<file path="src/rtl/asc_controller_pkg.sv">
// Shared types and register map for the line-drawer Avalon controller.
package asc_pkg;

    typedef enum logic [1:0] {
        IDLE   = 2'd0,
        LAUNCH = 2'd1,
        DRAW   = 2'd2
    } asc_state_t;

    localparam logic [2:0] ADDR_MODE   = 3'b000;
    localparam logic [2:0] ADDR_STATUS = 3'b001;
    localparam logic [2:0] ADDR_GO     = 3'b010;
    localparam logic [2:0] ADDR_START  = 3'b011;
    localparam logic [2:0] ADDR_END    = 3'b100;
    localparam logic [2:0] ADDR_COLOUR = 3'b101;

endpackage

</file>
<file path="src/rtl/asc_controller_if.sv">
// Avalon-MM slave bus between the host and the line-drawer controller.
interface asc_controller_if;

    logic       avs_read;
    logic       avs_write;
    logic [2:0] avs_address;
    logic       avs_waitrequest;

    modport master (
        output avs_read,
        output avs_write,
        output avs_address,
        input  avs_waitrequest
    );

    modport slave (
        input  avs_read,
        input  avs_write,
        input  avs_address,
        output avs_waitrequest
    );

endinterface

</file>
<file path="src/rtl/asc_controller_timeout_counter.sv">
// Draw watchdog: counts DRAW cycles and flags when the abort limit is reached.
module asc_timeout_counter #(
    parameter int unsigned TIMEOUT_CYCLES = 1024
) (
    input  logic clk,
    input  logic reset,
    input  logic clear,
    input  logic enable,
    output logic expired
);

    localparam int unsigned CNT_W = (TIMEOUT_CYCLES > 2) ? $clog2(TIMEOUT_CYCLES) : 1;
    localparam logic [CNT_W-1:0] LAST = CNT_W'(TIMEOUT_CYCLES - 1);

    logic [CNT_W-1:0] count;

    always_ff @(posedge clk) begin
        if (reset || clear) begin
            count <= '0;
        end else if (enable && !expired) begin
            count <= count + 1'b1;
        end
    end

    assign expired = (count == LAST);

endmodule

</file>
<file path="src/rtl/asc_controller.sv">
// Avalon-MM controller that launches the line drawer and stalls or polls the host.
// Optional draw watchdog enabled by defining ASC_CTRL_TIMEOUT_EN.
module asc_controller
    import asc_pkg::*;
#(
    parameter int unsigned TIMEOUT_CYCLES = 1024
) (
    input  logic             clk,
    input  logic             reset,
    asc_controller_if.slave  avs,
    input  logic             mode,
    output logic             set_mode,
    output logic             set_start,
    output logic             set_end,
    output logic             set_colour,
    output logic             start,
    output logic             done,
    output logic             line_go,
    input  logic             line_done,
    output logic             line_abort,
    output logic             timeout_flag
);

    if (TIMEOUT_CYCLES < 2) begin : g_param_check
        $error("asc_controller: TIMEOUT_CYCLES must be at least 2");
    end

    asc_state_t state;
    logic       start_q;
    logic       idle_write;
    logic       go_accept;
    logic       timeout_hit;
    logic       draw_end;

    // Only IDLE accepts writes; busy-state writes are either stalled or dropped.
    assign idle_write = (state == IDLE) && avs.avs_write;
    assign go_accept  = idle_write && (avs.avs_address == ADDR_GO);
    assign draw_end   = (state == DRAW) && (line_done || timeout_hit);

    assign avs.avs_waitrequest = !mode && (state != IDLE) && (avs.avs_read || avs.avs_write);

    always_comb begin
        set_mode   = 1'b0;
        set_start  = 1'b0;
        set_end    = 1'b0;
        set_colour = 1'b0;
        if (idle_write) begin
            case (avs.avs_address)
                ADDR_MODE:   set_mode   = 1'b1;
                ADDR_START:  set_start  = 1'b1;
                ADDR_END:    set_end    = 1'b1;
                ADDR_COLOUR: set_colour = 1'b1;
                default:     ;
            endcase
        end
    end

    assign done    = draw_end;
    assign start   = start_q;
    assign line_go = start_q;

`ifdef ASC_CTRL_TIMEOUT_EN
    logic tmo_expired;
    logic cnt_clear;
    logic cnt_enable;
    logic timeout_flag_q;

    assign cnt_clear  = (state == LAUNCH);
    assign cnt_enable = (state == DRAW) && !line_done;

    asc_timeout_counter #(
        .TIMEOUT_CYCLES(TIMEOUT_CYCLES)
    ) u_timeout (
        .clk     (clk),
        .reset   (reset),
        .clear   (cnt_clear),
        .enable  (cnt_enable),
        .expired (tmo_expired)
    );

    // A completion arriving on the limit cycle wins over the abort.
    assign timeout_hit  = (state == DRAW) && tmo_expired && !line_done;
    assign line_abort   = timeout_hit;
    assign timeout_flag = timeout_flag_q;
`else
    assign timeout_hit  = 1'b0;
    assign line_abort   = 1'b0;
    assign timeout_flag = 1'b0;
`endif

    always_ff @(posedge clk) begin
        if (reset) begin
            state   <= IDLE;
            start_q <= 1'b0;
`ifdef ASC_CTRL_TIMEOUT_EN
            timeout_flag_q <= 1'b0;
`endif
        end else begin
            case (state)
                IDLE: begin
                    start_q <= 1'b0;
                    if (go_accept) begin
                        state   <= LAUNCH;
                        start_q <= 1'b1;
`ifdef ASC_CTRL_TIMEOUT_EN
                        timeout_flag_q <= 1'b0;
`endif
                    end
                end
                LAUNCH: begin
                    state   <= DRAW;
                    start_q <= 1'b0;
                end
                DRAW: begin
                    start_q <= 1'b0;
                    if (draw_end) begin
                        state <= IDLE;
                    end
`ifdef ASC_CTRL_TIMEOUT_EN
                    if (timeout_hit) begin
                        timeout_flag_q <= 1'b1;
                    end
`endif
                end
                default: begin
                    state   <= IDLE;
                    start_q <= 1'b0;
                end
            endcase
        end
    end

endmodule
</file>
<file path="src/flat_wrapper.sv">
// flat-port wrapper written by rule: the top's interface ports become plain ports
module asc_controller_flat import asc_pkg::*;
#(
    parameter int unsigned TIMEOUT_CYCLES = 1024
)
  (clk, reset, mode, set_mode, set_start, set_end, set_colour, start, done, line_go, line_done, line_abort, timeout_flag, avs_avs_read, avs_avs_write, avs_avs_address, avs_avs_waitrequest);
  asc_controller_if avs_i ();
  input  logic clk;
  input  logic reset;
  input  logic mode;
  output logic set_mode;
  output logic set_start;
  output logic set_end;
  output logic set_colour;
  output logic start;
  output logic done;
  output logic line_go;
  input  logic line_done;
  output logic line_abort;
  output logic timeout_flag;
  input wire logic [$bits(avs_i.avs_read)-1:0] avs_avs_read;
  input wire logic [$bits(avs_i.avs_write)-1:0] avs_avs_write;
  input wire logic [$bits(avs_i.avs_address)-1:0] avs_avs_address;
  output wire logic [$bits(avs_i.avs_waitrequest)-1:0] avs_avs_waitrequest;
  assign avs_i.avs_read = avs_avs_read;
  assign avs_i.avs_write = avs_avs_write;
  assign avs_i.avs_address = avs_avs_address;
  assign avs_avs_waitrequest = avs_i.avs_waitrequest;
  asc_controller #(.TIMEOUT_CYCLES(TIMEOUT_CYCLES)) u_core (.clk(clk), .reset(reset), .avs(avs_i), .mode(mode), .set_mode(set_mode), .set_start(set_start), .set_end(set_end), .set_colour(set_colour), .start(start), .done(done), .line_go(line_go), .line_done(line_done), .line_abort(line_abort), .timeout_flag(timeout_flag));
endmodule
</file>
<file path="config.mk">
export PLATFORM = sky130hd
export DESIGN_NAME = asc_controller_flat
export DESIGN_NICKNAME = d
export VERILOG_FILES = /design/src/rtl/asc_controller_pkg.sv /design/src/rtl/asc_controller_if.sv /design/src/rtl/asc_controller_timeout_counter.sv /design/src/rtl/asc_controller.sv /design/src/flat_wrapper.sv
export SDC_FILE = /design/constraint.sdc
export NUM_CORES = 1
export LEC_CHECK = 0
export ABC_AREA = 1
export BUFFER_PORTS_ARGS = -buffer_cell sky130_fd_sc_hd__buf_2
export CELL_PAD_IN_SITES_DETAIL_PLACEMENT = 2
export CELL_PAD_IN_SITES_GLOBAL_PLACEMENT = 2
export CORE_UTILIZATION = 13
export DETAILED_ROUTE_END_ITERATION = 8
export PLACE_DENSITY_LB_ADDON = 0.2
export SYNTH_ARGS = -nofsm -noshare
export SYNTH_HDL_FRONTEND = slang
export SYNTH_HIERARCHICAL = 1
export SYNTH_SLANG_ARGS = --single-unit
</file>
<file path="constraint.sdc">
create_clock -name clk -period 0.9 [get_ports clk]
set_clock_uncertainty 0.05 [all_clocks]
set_input_delay 0.09 -clock clk [delete_from_list [all_inputs] [get_ports clk]]
set_output_delay 0.09 -clock clk [all_outputs]
set_load 0.01 [all_outputs]
</file>
=== Word-level counts from Yosys, hierarchy flattened ===
Index checks and enable logic that the tools add are counted.

* Bits in registers: 3
* Bits of input ports: 9
* ROM bits: 0
* Output and inout bits: 10
* Latch bits: 0
* RAM bits: 0
* Memories kept: 0

* Reductions and logical operators: 12
* Equal/unequal tests: 8
* Bitwise logic cells: 1
* Add/sub/neg operators: 0
* Multiplexer cells: 12
* Shift-type cells: 0
* Div/mod/pow operators: 0
* $lt $le $gt $ge: 0
* Multiply operators: 0

{| class="wikitable"
|+ Operators by type and width
! kind !! count
|-
| 1-bit 2-to-1 mux || 9
|-
| 3-bit by 2-bit == test with 1-bit output (second input constant) || 2
|-
| 3-bit == test (second input constant) || 2
|-
| 2-bit one-hot mux with 3 select lines || 1
|-
| 1-bit logical AND || 5
|-
| 2-bit 2-to-1 mux || 2
|-
| 3-bit zero test || 1
|-
| 2-bit by 1-bit == test with 1-bit output (second input constant) || 1
|-
| 2-bit == test (second input constant) || 1
|-
| 2-bit zero test || 1
|-
| 2-bit by 1-bit inequality test with 1-bit output (second input constant) || 1
|-
| 2-bit inequality test (second input constant) || 1
|-
| 2-bit AND reduction || 1
|-
| 2-bit nonzero test || 1
|-
| 2-bit OR reduction || 1
|-
| 1-bit zero test || 1
|-
| 1-bit logical OR || 1
|-
| 1-bit NOT || 1
|}

=== Longest topological paths before layout ===
Gate-level depths: netlist of run 1.

* Depth after elaboration: 5
* Gate-level depth with buffers: 4
* Depth with buffers taken out: 4

=== Worst setup path before layout of run 1 ===
No wires, ideal clock.

* Kind: reg2out
* Start: register u_core.state[1]
* End: output set_end
* Slack: 0.040 ns
* Stages on the path, launching flop included: 4
* Arrival time: 0.720 ns
* Buffers on the path: 0
* Data required time: 0.760 ns
* Path through: dfxtp_1 -> nor2_2 -> nand2_2 -> nor2_1

* Cells in the longest elaborated chain, start to end: 3

{| class="wikitable"
|+ RTL lines
! element !! line !! text
|-
| start, declared || asc_controller.sv:28 || <nowiki>asc_state_t state;</nowiki>
|-
| start signal, assigned || asc_controller.sv:93 || <nowiki>state <= IDLE;</nowiki>
|-
| start signal, assigned || asc_controller.sv:103 || <nowiki>state <= LAUNCH;</nowiki>
|-
| start signal, assigned || asc_controller.sv:111 || <nowiki>state <= DRAW;</nowiki>
|-
| 2-bit zero test || asc_controller.sv:36 || <nowiki>assign idle_write = (state == IDLE) && avs.avs_write;</nowiki>
|-
| 1-bit logical AND || asc_controller.sv:36 ||
|-
| 1-bit 2-to-1 mux || asc_controller.sv:47 || <nowiki>if (idle_write) begin</nowiki>
|-
| end, declared || flat_wrapper.sv:13 || <nowiki>output logic set_end;</nowiki>
|}

Every way passes these cells.

=== Final worst setup path of run 1 ===
* Start: register u_core.state[1]
* End: output set_colour

* Cells in the longest elaborated chain, start to end: 3

{| class="wikitable"
|+ RTL lines
! element !! line !! text
|-
| 2-bit zero test || asc_controller.sv:36 ||
|-
| 1-bit logical AND || asc_controller.sv:36 ||
|-
| 1-bit 2-to-1 mux || asc_controller.sv:47 ||
|-
| end, declared || flat_wrapper.sv:14 || <nowiki>output logic set_colour;</nowiki>
|}

Every way passes these cells.

==> results_dict.tcl, run 1 <==
set metrics [dict create \
    synth-seq-cells 3 \
    path_clk_slew_ps 30 \
    design_area_sq_um 397 \
    fillers 206 \
    multiInputGateArea_sq_um 136 \
    vias 284 \
    synth_fa_ha_area_share_pct 0 \
    syn2layout_area_growth_pct 86.5 \
    start_util_pct 14.0 \
    dieArea_sq_um 1800 \
    maxCapViolations 0 \
    hp-class "in2reg" \
    synth_mux_area_share_pct 0 \
    synth_area_sq_um 213 \
    post_drt_wl_per_cell_microns 8.91 \
    core-area_sq_um 1520 \
    numClockSinks 3 \
    holdWs_ps 69.0 \
    max_freq_ghz 0.870 \
    first_pass_iters 2 \
    clock_latency_ps 230 \
    ys_seq_area_share_pct 28.2 \
    die_w_microns 42.5 \
    hpwl_microns 523 \
    grtUsageTotal_pct 8.38 \
    finalSetupViolations 7 \
    failed_checks "negative setup slack" \
    grt_antenna_before_repair 0 \
    synth_compound_area_share_pct 3.53 \
    yosys-top-cells-area "dfxtp_1, nor2_1, buf_4" \
    ant_nets 0 \
    rsz0062_at_grt "yes" \
    post-route-util_pct 26.0 \
    dieHeight_microns 42.5 \
    dp_cells 70 \
    grt_pass1_wl_microns 1090 \
    seqCellArea_sq_um 62.6 \
    numCtsBuffers 3 \
    cts_tree "done" \
    synth_area_per_cell_sq_um 5.75 \
    pin_count 19 \
    synth_warnings 6 \
    slew_viol_final 0 \
    drc_errors 0 \
    hold_violations 0 \
    crit_arrival_ps 1010 \
    crit_type "reg2out" \
    cts_root_buffer "clkbuf_4" \
    synth-xor-area-share_pct 0 \
    ir_drop_uv 247 \
    drive_above_1_share_pct 54.1 \
    final_nets 71 \
    status "finished with violations" \
    antenna_cells 0 \
    dpl_worst_slack_ps -50.6 \
    yosys.area_share.simple_pct 45.3 \
    vias_per_cell 3.69 \
    port_buffers 16 \
    netlist.area_leader.share_pct 28.2 \
    cts_buffer_depth 2 \
    cp-end-kind "output pin" \
    ys_types 10 \
    yosys.area.top_type "dfxtp_1" \
    setup_ws_ps -250 \
    place_congestion 0.610 \
    fin_crit_ps 1150 \
    synth_top_family_by_area "simple AND/OR/NAND/NOR gates" \
    drtIter0Drc 3 \
    grt.overflow.total 0 \
    place_area_sq_um 317 \
    rows 14 \
    cp.required_ps 760 \
    cts_hold_buf 0 \
    fin_crit_sh_pct 128 \
    cts.htree.levels 1 \
    grt_pass1_vias 285 \
    wl_microns 686 \
    cp_max_fo 5 \
    synth_cells 37 \
    fin_cells 77 \
    start_kind "flop" \
    grt_max_degree 6 \
    power_density_nw_per_um2 1160 \
    p_leak_nw 0.233 \
]
logic make-up (layout without fill, tap and decap cells):
family | Yosys count | count (layout)
compound gates | 1 | 1
buf+inv | 9 | 32
flops | 3 | 3
other cells | 1 | 2
simple gates | 23 | 23
worst paths after layout:
check / start / end / slack [ps] / cells after the start
max: u_core/state[1] / set_colour / -250 / 4
max reg2reg: u_core/state[1] / u_core/state[1] / -10 / 6
min reg2reg: u_core/state[0] / u_core/state[1] / 600 / 4
min: reset / u_core/state[1] / 70 / 4
through the flow:
stage / power [mW] / setup TNS [ps]
floorplan: 0.183 / 0
global placement: 0.215 / -36.8
detailed placement: 0.215 / -172
CTS: 0.468 / -1430
global route: 0.508 / -1870
finish: 0.459 / -1360
metal layers:
| metal | global-route usage, % | wire length (microns) | share of wire [%] | vias to the layer above |
|---|---|---|---|---|
| met5 | 0 | 0 | 0 | - |
| met4 | 7.50 | 0 | 0 | 0 |
| met3 | 1.29 | 28 | 4.1 | 0 |
| met2 | 13.8 | 390 | 57 | 10 |
| met1 | 9.07 | 267 | 39 | 123 |
| li1 | - | - | - | 151 |
synthesized netlist by cell type:
library cell	number
nor2_2	1
nand2_2	1
o21bai_1	1
inv_1	6
nand2_1	6
conb_1	1
buf_4	3
nor2_1	11
nand3_1	4
dfxtp_1	3
flip-flops by register name (all words and copies together) (netlist names):
signal          flops
u_core/line_go      1
u_core/state        2
critical path: stages (launching register included):
cell     delay, ps
dfxtp_2        330
nor2_4         140
nand2_4         80
nor2_2         100
buf_2          130
timing repair:
action,CTS,global route
buffers inserted,3,0
pin swaps,7,2
gates resized for setup,7,3
endpoints found under the setup margin,6,9
power breakdown:
| group | switching [mW] | internal (mW) | leakage, nW | total [mW] |
|---|---|---|---|---|
| clock network | 0.0637 | 0.166 | 0.0150 | 0.229 |
| registers | 0.00237 | 0.137 | 0.0253 | 0.139 |
| logic | 0.0489 | 0.0416 | 0.193 | 0.0905 |
layout make-up:
type                       instances  area share [%]
multi-input combinational         26            34.4
timing repair buffer              22            32.5
sequential                         3            15.8
clock buffer                       4            6.62
inverter                           6            5.68
tap                               16            5.05
layout by cell type (no fill, tap or decap), drive strengths merged:
cell    netlist  layout
inv           6       6
nand3         4       4
buf           3      22
nand2         7       7
o21bai        1       1
nor2         12      12
dfxtp         3       3
clkbuf        0       4
conb          1       2
Power figures use the tool's default switching activity.
==> run 2: changes to the inputs <==
--- a/config.mk
+++ b/config.mk
@@ -11,7 +11,7 @@
 export CELL_PAD_IN_SITES_GLOBAL_PLACEMENT = 2
 export CORE_UTILIZATION = 13
 export DETAILED_ROUTE_END_ITERATION = 8
-export PLACE_DENSITY_LB_ADDON = 0.2
+export PLACE_DENSITY_LB_ADDON = 0.1
 export SYNTH_ARGS = -nofsm -noshare
 export SYNTH_HDL_FRONTEND = slang
 export SYNTH_HIERARCHICAL = 1
==> run 2 against run 1 <==
Net effect: the flow still finishes with violations (negative setup slack); register-to-register slack hardly changed; final cell count decreased by 1.3%; maximum frequency is 0.63% lower.
==> results_dict.tcl, run 2 (synthesis gave the netlist of run 1 again) <==
set metrics [dict create \
    status "finished with violations" \
    failed_checks "negative setup slack" \
    setup_ws_ps -257 \
    critical_path.max_stage_delay_ps 330 \
    fin_crit_ps 1160 \
    cts.htree.levels 1 \
    fillers 194 \
    clock_latency_ps 230 \
    cp-end-kind "output pin" \
    grt_max_degree 6 \
    antenna_cells 0 \
    drive_above_1_share_pct 61.7 \
    dpl_worst_slack_ps -61.7 \
    reg2regPathDepth 4 \
    numClockSinks 3 \
    power_density_nw_per_um2 1120 \
    ir_drop_uv 254 \
    rows 14 \
    path_clk_slew_ps 40 \
    numCtsBuffers 3 \
    hp-class "in2reg" \
    cts_buffer_depth 2 \
    slew_viol_final 0 \
    grt.overflow.total 0 \
    cts_tree "done" \
    layout_commonest_cell "buf_2" \
    cts_root_buffer "clkbuf_4" \
    ant_nets 0 \
    vias_per_cell 4.09 \
    core-area_sq_um 1520 \
    cp.required_ps 760 \
    holdWs_ps 65.1 \
    vias 311 \
    grt_antenna_before_repair 0 \
    dieHeight_microns 42.5 \
    place_congestion 0.601 \
    first_pass_iters 2 \
    crit_arrival_ps 1020 \
    crit_type "reg2out" \
    fin_crit_sh_pct 129 \
    dieArea_sq_um 1800 \
    final_nets 70 \
    syn2layout_area_growth_pct 100 \
    maxCapViolations 0 \
    pin_count 19 \
    drtIter0Drc 1 \
    finalSetupViolations 8 \
    drc_errors 0 \
    hpwl_microns 624 \
    wl_microns 829 \
    whs_path_depth 4 \
    post_drt_wl_per_cell_microns 10.9 \
    hold_violations 0 \
    grt_pass1_wl_microns 1300 \
    rsz0062_at_grt "yes" \
    largest_reg_flops 2 \
    path_cells "nor2_4, nand2_4, nor2_2, buf_2" \
    largest-register "u_core/state" \
    grt_pass1_vias 322 \
    grtUsageTotal_pct 10.8 \
    max_freq_ghz 0.864 \
    cts_hold_buf 0 \
    die_w_microns 42.5 \
    port_buffers 16 \
    start_kind "flop" \
    cp_max_fo 5 \
    start_util_pct 14.0 \
    critPathSlowestCell "dfxtp_2" \
    p_leak_nw 0.232 \
    most-common-layout-cells "buf_2, inv_1, nor2_2, nand2_1" \
]
## run 2: cell types whose count changed in the layout (fill, tap and decap cells not counted)
cell	before	now
nor2_4	1	3
nor2_2	3	5
buf_2	16	14
inv_1	6	5
buf_4	5	3
inv_2	0	1
nor2_1	8	4
buf_6	1	4
## run 2: power breakdown
group	internal, mW	leakage (nW)	total [mW]	switching [mW]
combinational	0.0453	0.192	0.101	0.0559
clock	0.166	0.0150	0.235	0.0687
sequential	0.137	0.0253	0.139	0.00225
## run 2: cell type report
class	instances	area (sq um)	area share [%]
Inverter	6	22.5	5.29
Timing Repair Buffer	21	138	32.4
Multi-Input combinational cell	26	156	36.8
Tap cell	16	20.0	4.71
Clock buffer	4	26.3	6.18
Sequential cell	3	62.6	14.7
## run 2: worst max-delay path: cells and delay by family, from the launching register on
kind / cells / cell delay (ps)
buf+inv: 1 / 130
flops: 1 / 330
simple gates: 3 / 320
## run 2: layer usage
metal | wire, microns | track usage, %
met1 | 255 | 7.75
met4 | 8 | 9.38
met5 | 0 | 0
met3 | 51 | 3.88
met2 | 514 | 20.9
## run 2: worst paths after layout
path              startpoint  slack (ps)              end
max          u_core/state[1]        -260          set_end
min                    reset          70  u_core/state[1]
max reg2reg  u_core/state[1]         -20   u_core/line_go
min reg2reg  u_core/state[1]         600  u_core/state[1]
## run 2: through the flow
stage                     std cells  setup TNS (ps)  area (sq um)  total power [mW]  util (%)
after floorplan                  38               0           216             0.183         -
after global placement           70           -36.9           317             0.213      20.8
after detailed placement         70            -196           317             0.216      20.8
after CTS                        76           -1510           382             0.478      25.0
after global routing             76           -1900           425             0.528      27.9
final                            76           -1400           425             0.475      27.9
## run 2: repair_timing
item,in CTS,in global routing
endpoints found under the setup margin,6,9
endpoints found under the hold margin,0,0
buffers inserted,2,0
cloned,0,0
pin swaps,7,5
resized for setup,8,12
==> run 3: changes to the inputs <==
--- a/config.mk
+++ b/config.mk
@@ -11,7 +11,8 @@
 export CELL_PAD_IN_SITES_GLOBAL_PLACEMENT = 2
 export CORE_UTILIZATION = 13
 export DETAILED_ROUTE_END_ITERATION = 8
-export PLACE_DENSITY_LB_ADDON = 0.1
+export HOLD_SLACK_MARGIN = 0.03
+export PLACE_DENSITY_LB_ADDON = 0.3
 export SYNTH_ARGS = -nofsm -noshare
 export SYNTH_HDL_FRONTEND = slang
 export SYNTH_HIERARCHICAL = 1
==> run 3 against run 2 <==
Net effect: wire length decreased by 17%; maximum frequency increased by 2.9%; largest cell class unchanged; critical path depth unchanged; clock power about the same; worst hold slack improved by 11 ps; total power decreased by 1.8%; critical endpoint is now set_colour; sequential power about the same; worst setup slack improved by 32 ps; die area unchanged; first-iteration DRC count decreased by 100%; the run still ends with negative setup slack left.
==> results_dict.tcl, run 3 (synthesis gave the netlist of run 1 again) <==
set metrics [dict create \
    slew_viol_final 0 \
    p_leak_nw 0.227 \
    hold_violations 0 \
    post_drt_wl_per_cell_microns 8.96 \
    numClockSinks 3 \
    wl_microns 690 \
    grt.overflow.total 0 \
    ant_nets 0 \
    port_buffers 16 \
    path_clk_slew_ps 40 \
    cts_tree "done" \
    final_nets 71 \
    rsz0062_at_grt "yes" \
    path_cells "nor2_4, nand2_4, nor2_2, buf_2" \
    crit_type "reg2out" \
    critical_path.max_stage_delay_ps 330 \
    vias 301 \
    start_kind "flop" \
    holdWs_ps 76.4 \
    post-route-util_pct 26.1 \
    largest-register "u_core/state" \
    total_power_uw 466 \
    finalSetupViolations 6 \
    drtIter0Drc 0 \
    cts.htree.levels 1 \
    dpl_worst_slack_ps -44.8 \
    core-area_sq_um 1520 \
    drive_above_1_share_pct 57.4 \
    setup_ws_ps -225 \
    status "finished with violations" \
    failed_checks "negative setup slack" \
    maxCapViolations 0 \
    rows 14 \
    largest_reg_flops 2 \
    grt_pass1_wl_microns 1240 \
    power_density_nw_per_um2 1170 \
    crit_family "flip-flops" \
    vias_per_cell 3.91 \
    ir_drop_uv 259 \
    grt_antenna_before_repair 0 \
    cts_root_buffer "clkbuf_4" \
    cts_buffer_depth 2 \
    hp-class "in2reg" \
    cp-end-kind "output pin" \
    crit_arrival_ps 980 \
    path_buf_inv 1 \
    most-common-layout-cells "buf_2, nor2_1, inv_1, nand2_1" \
    max_freq_ghz 0.889 \
    grtUsageTotal_pct 9.54 \
    cp.required_ps 760 \
    cts_hold_buf 0 \
    first_pass_iters 1 \
    place_congestion 0.611 \
    cp_max_fo 5 \
    pin_count 19 \
    drc_errors 0 \
    fin_crit_ps 1120 \
    dieHeight_microns 42.5 \
    fin_crit_sh_pct 125 \
    dieArea_sq_um 1800 \
    die_w_microns 42.5 \
    start_util_pct 14.0 \
    numCtsBuffers 3 \
    grt_pass1_vias 337 \
    critPathSlowestCell "dfxtp_2" \
    hpwl_microns 538 \
    grt_max_degree 6 \
    clock_latency_ps 230 \
    syn2layout_area_growth_pct 87.1 \
    layout_commonest_cell "buf_2" \
    antenna_cells 0 \
]
-- run 3: changes by cell type in the layout (fill, tap and decap cells not counted) --
cell / before / now
buf_4: 3 / 4
nand2_2: 0 / 1
nor2_1: 4 / 7
nor2_2: 5 / 4
nor2_4: 3 / 1
nand2_4: 2 / 1
buf_6: 4 / 2
buf_2: 14 / 16
-- run 3: metrics by stage --
stage          setup TNS [ps]  cells  cell area, sq um
2_1_floorplan               0     38               216
3_3_place_gp            -45.9     70               317
3_5_place_dp             -148     70               317
4_1_cts                 -1450     77               379
5_1_grt                 -1710     77               398
6_report                -1250     77               398
-- run 3: tightest hold or removal path, delay by kind of cell --
family	cells	cell delay [ps]
AND/OR/NAND/NOR	2	90
buffers and inverters	2	130
-- run 3: final timing paths --
check / from / endpoint / slack (ps) / depth (start not counted)
min reg2reg: u_core/state[0] / u_core/state[1] / 600 / 4
max reg2reg: u_core/state[1] / u_core/line_go / 10 / 4
min: reset / u_core/state[1] / 80 / 4
max: u_core/state[1] / set_colour / -220 / 4
-- run 3: power by group --
part	switching, mW	internal [mW]	total (mW)	leakage (nW)
clock	0.0695	0.166	0.236	0.0150
sequential	0.00222	0.137	0.139	0.0253
combinational	0.0494	0.0424	0.0917	0.187
-- run 3: area by class of cell --
type                            count  area (sq um)
Clock buffer                        4          26.3
Fill cell                         204          1130
Inverter                            6          22.5
Multi-Input combinational cell     26           134
Sequential cell                     3          62.6
Tap cell                           16          20.0
Timing Repair Buffer               22           133
-- run 3: timing repair --
action                                  4_1_cts  5_1_grt
endpoints found under the hold margin         0        0
gates resized for setup                       5        7
endpoints found under the setup margin        6        9
pin swaps                                     7        6
buffers inserted                              3        0
-- run 3: metal layers --
| metal | GRT usage [%] | vias up | part of all wire [%] |
|---|---|---|---|
| met4 | 11.3 | 0 | 0 |
| met5 | 0 | - | 0 |
| met2 | 16.9 | 11 | 58 |
| met1 | 8.31 | 139 | 36 |
| met3 | 1.29 | 0 | 5.4 |
| li1 | - | 151 | - |
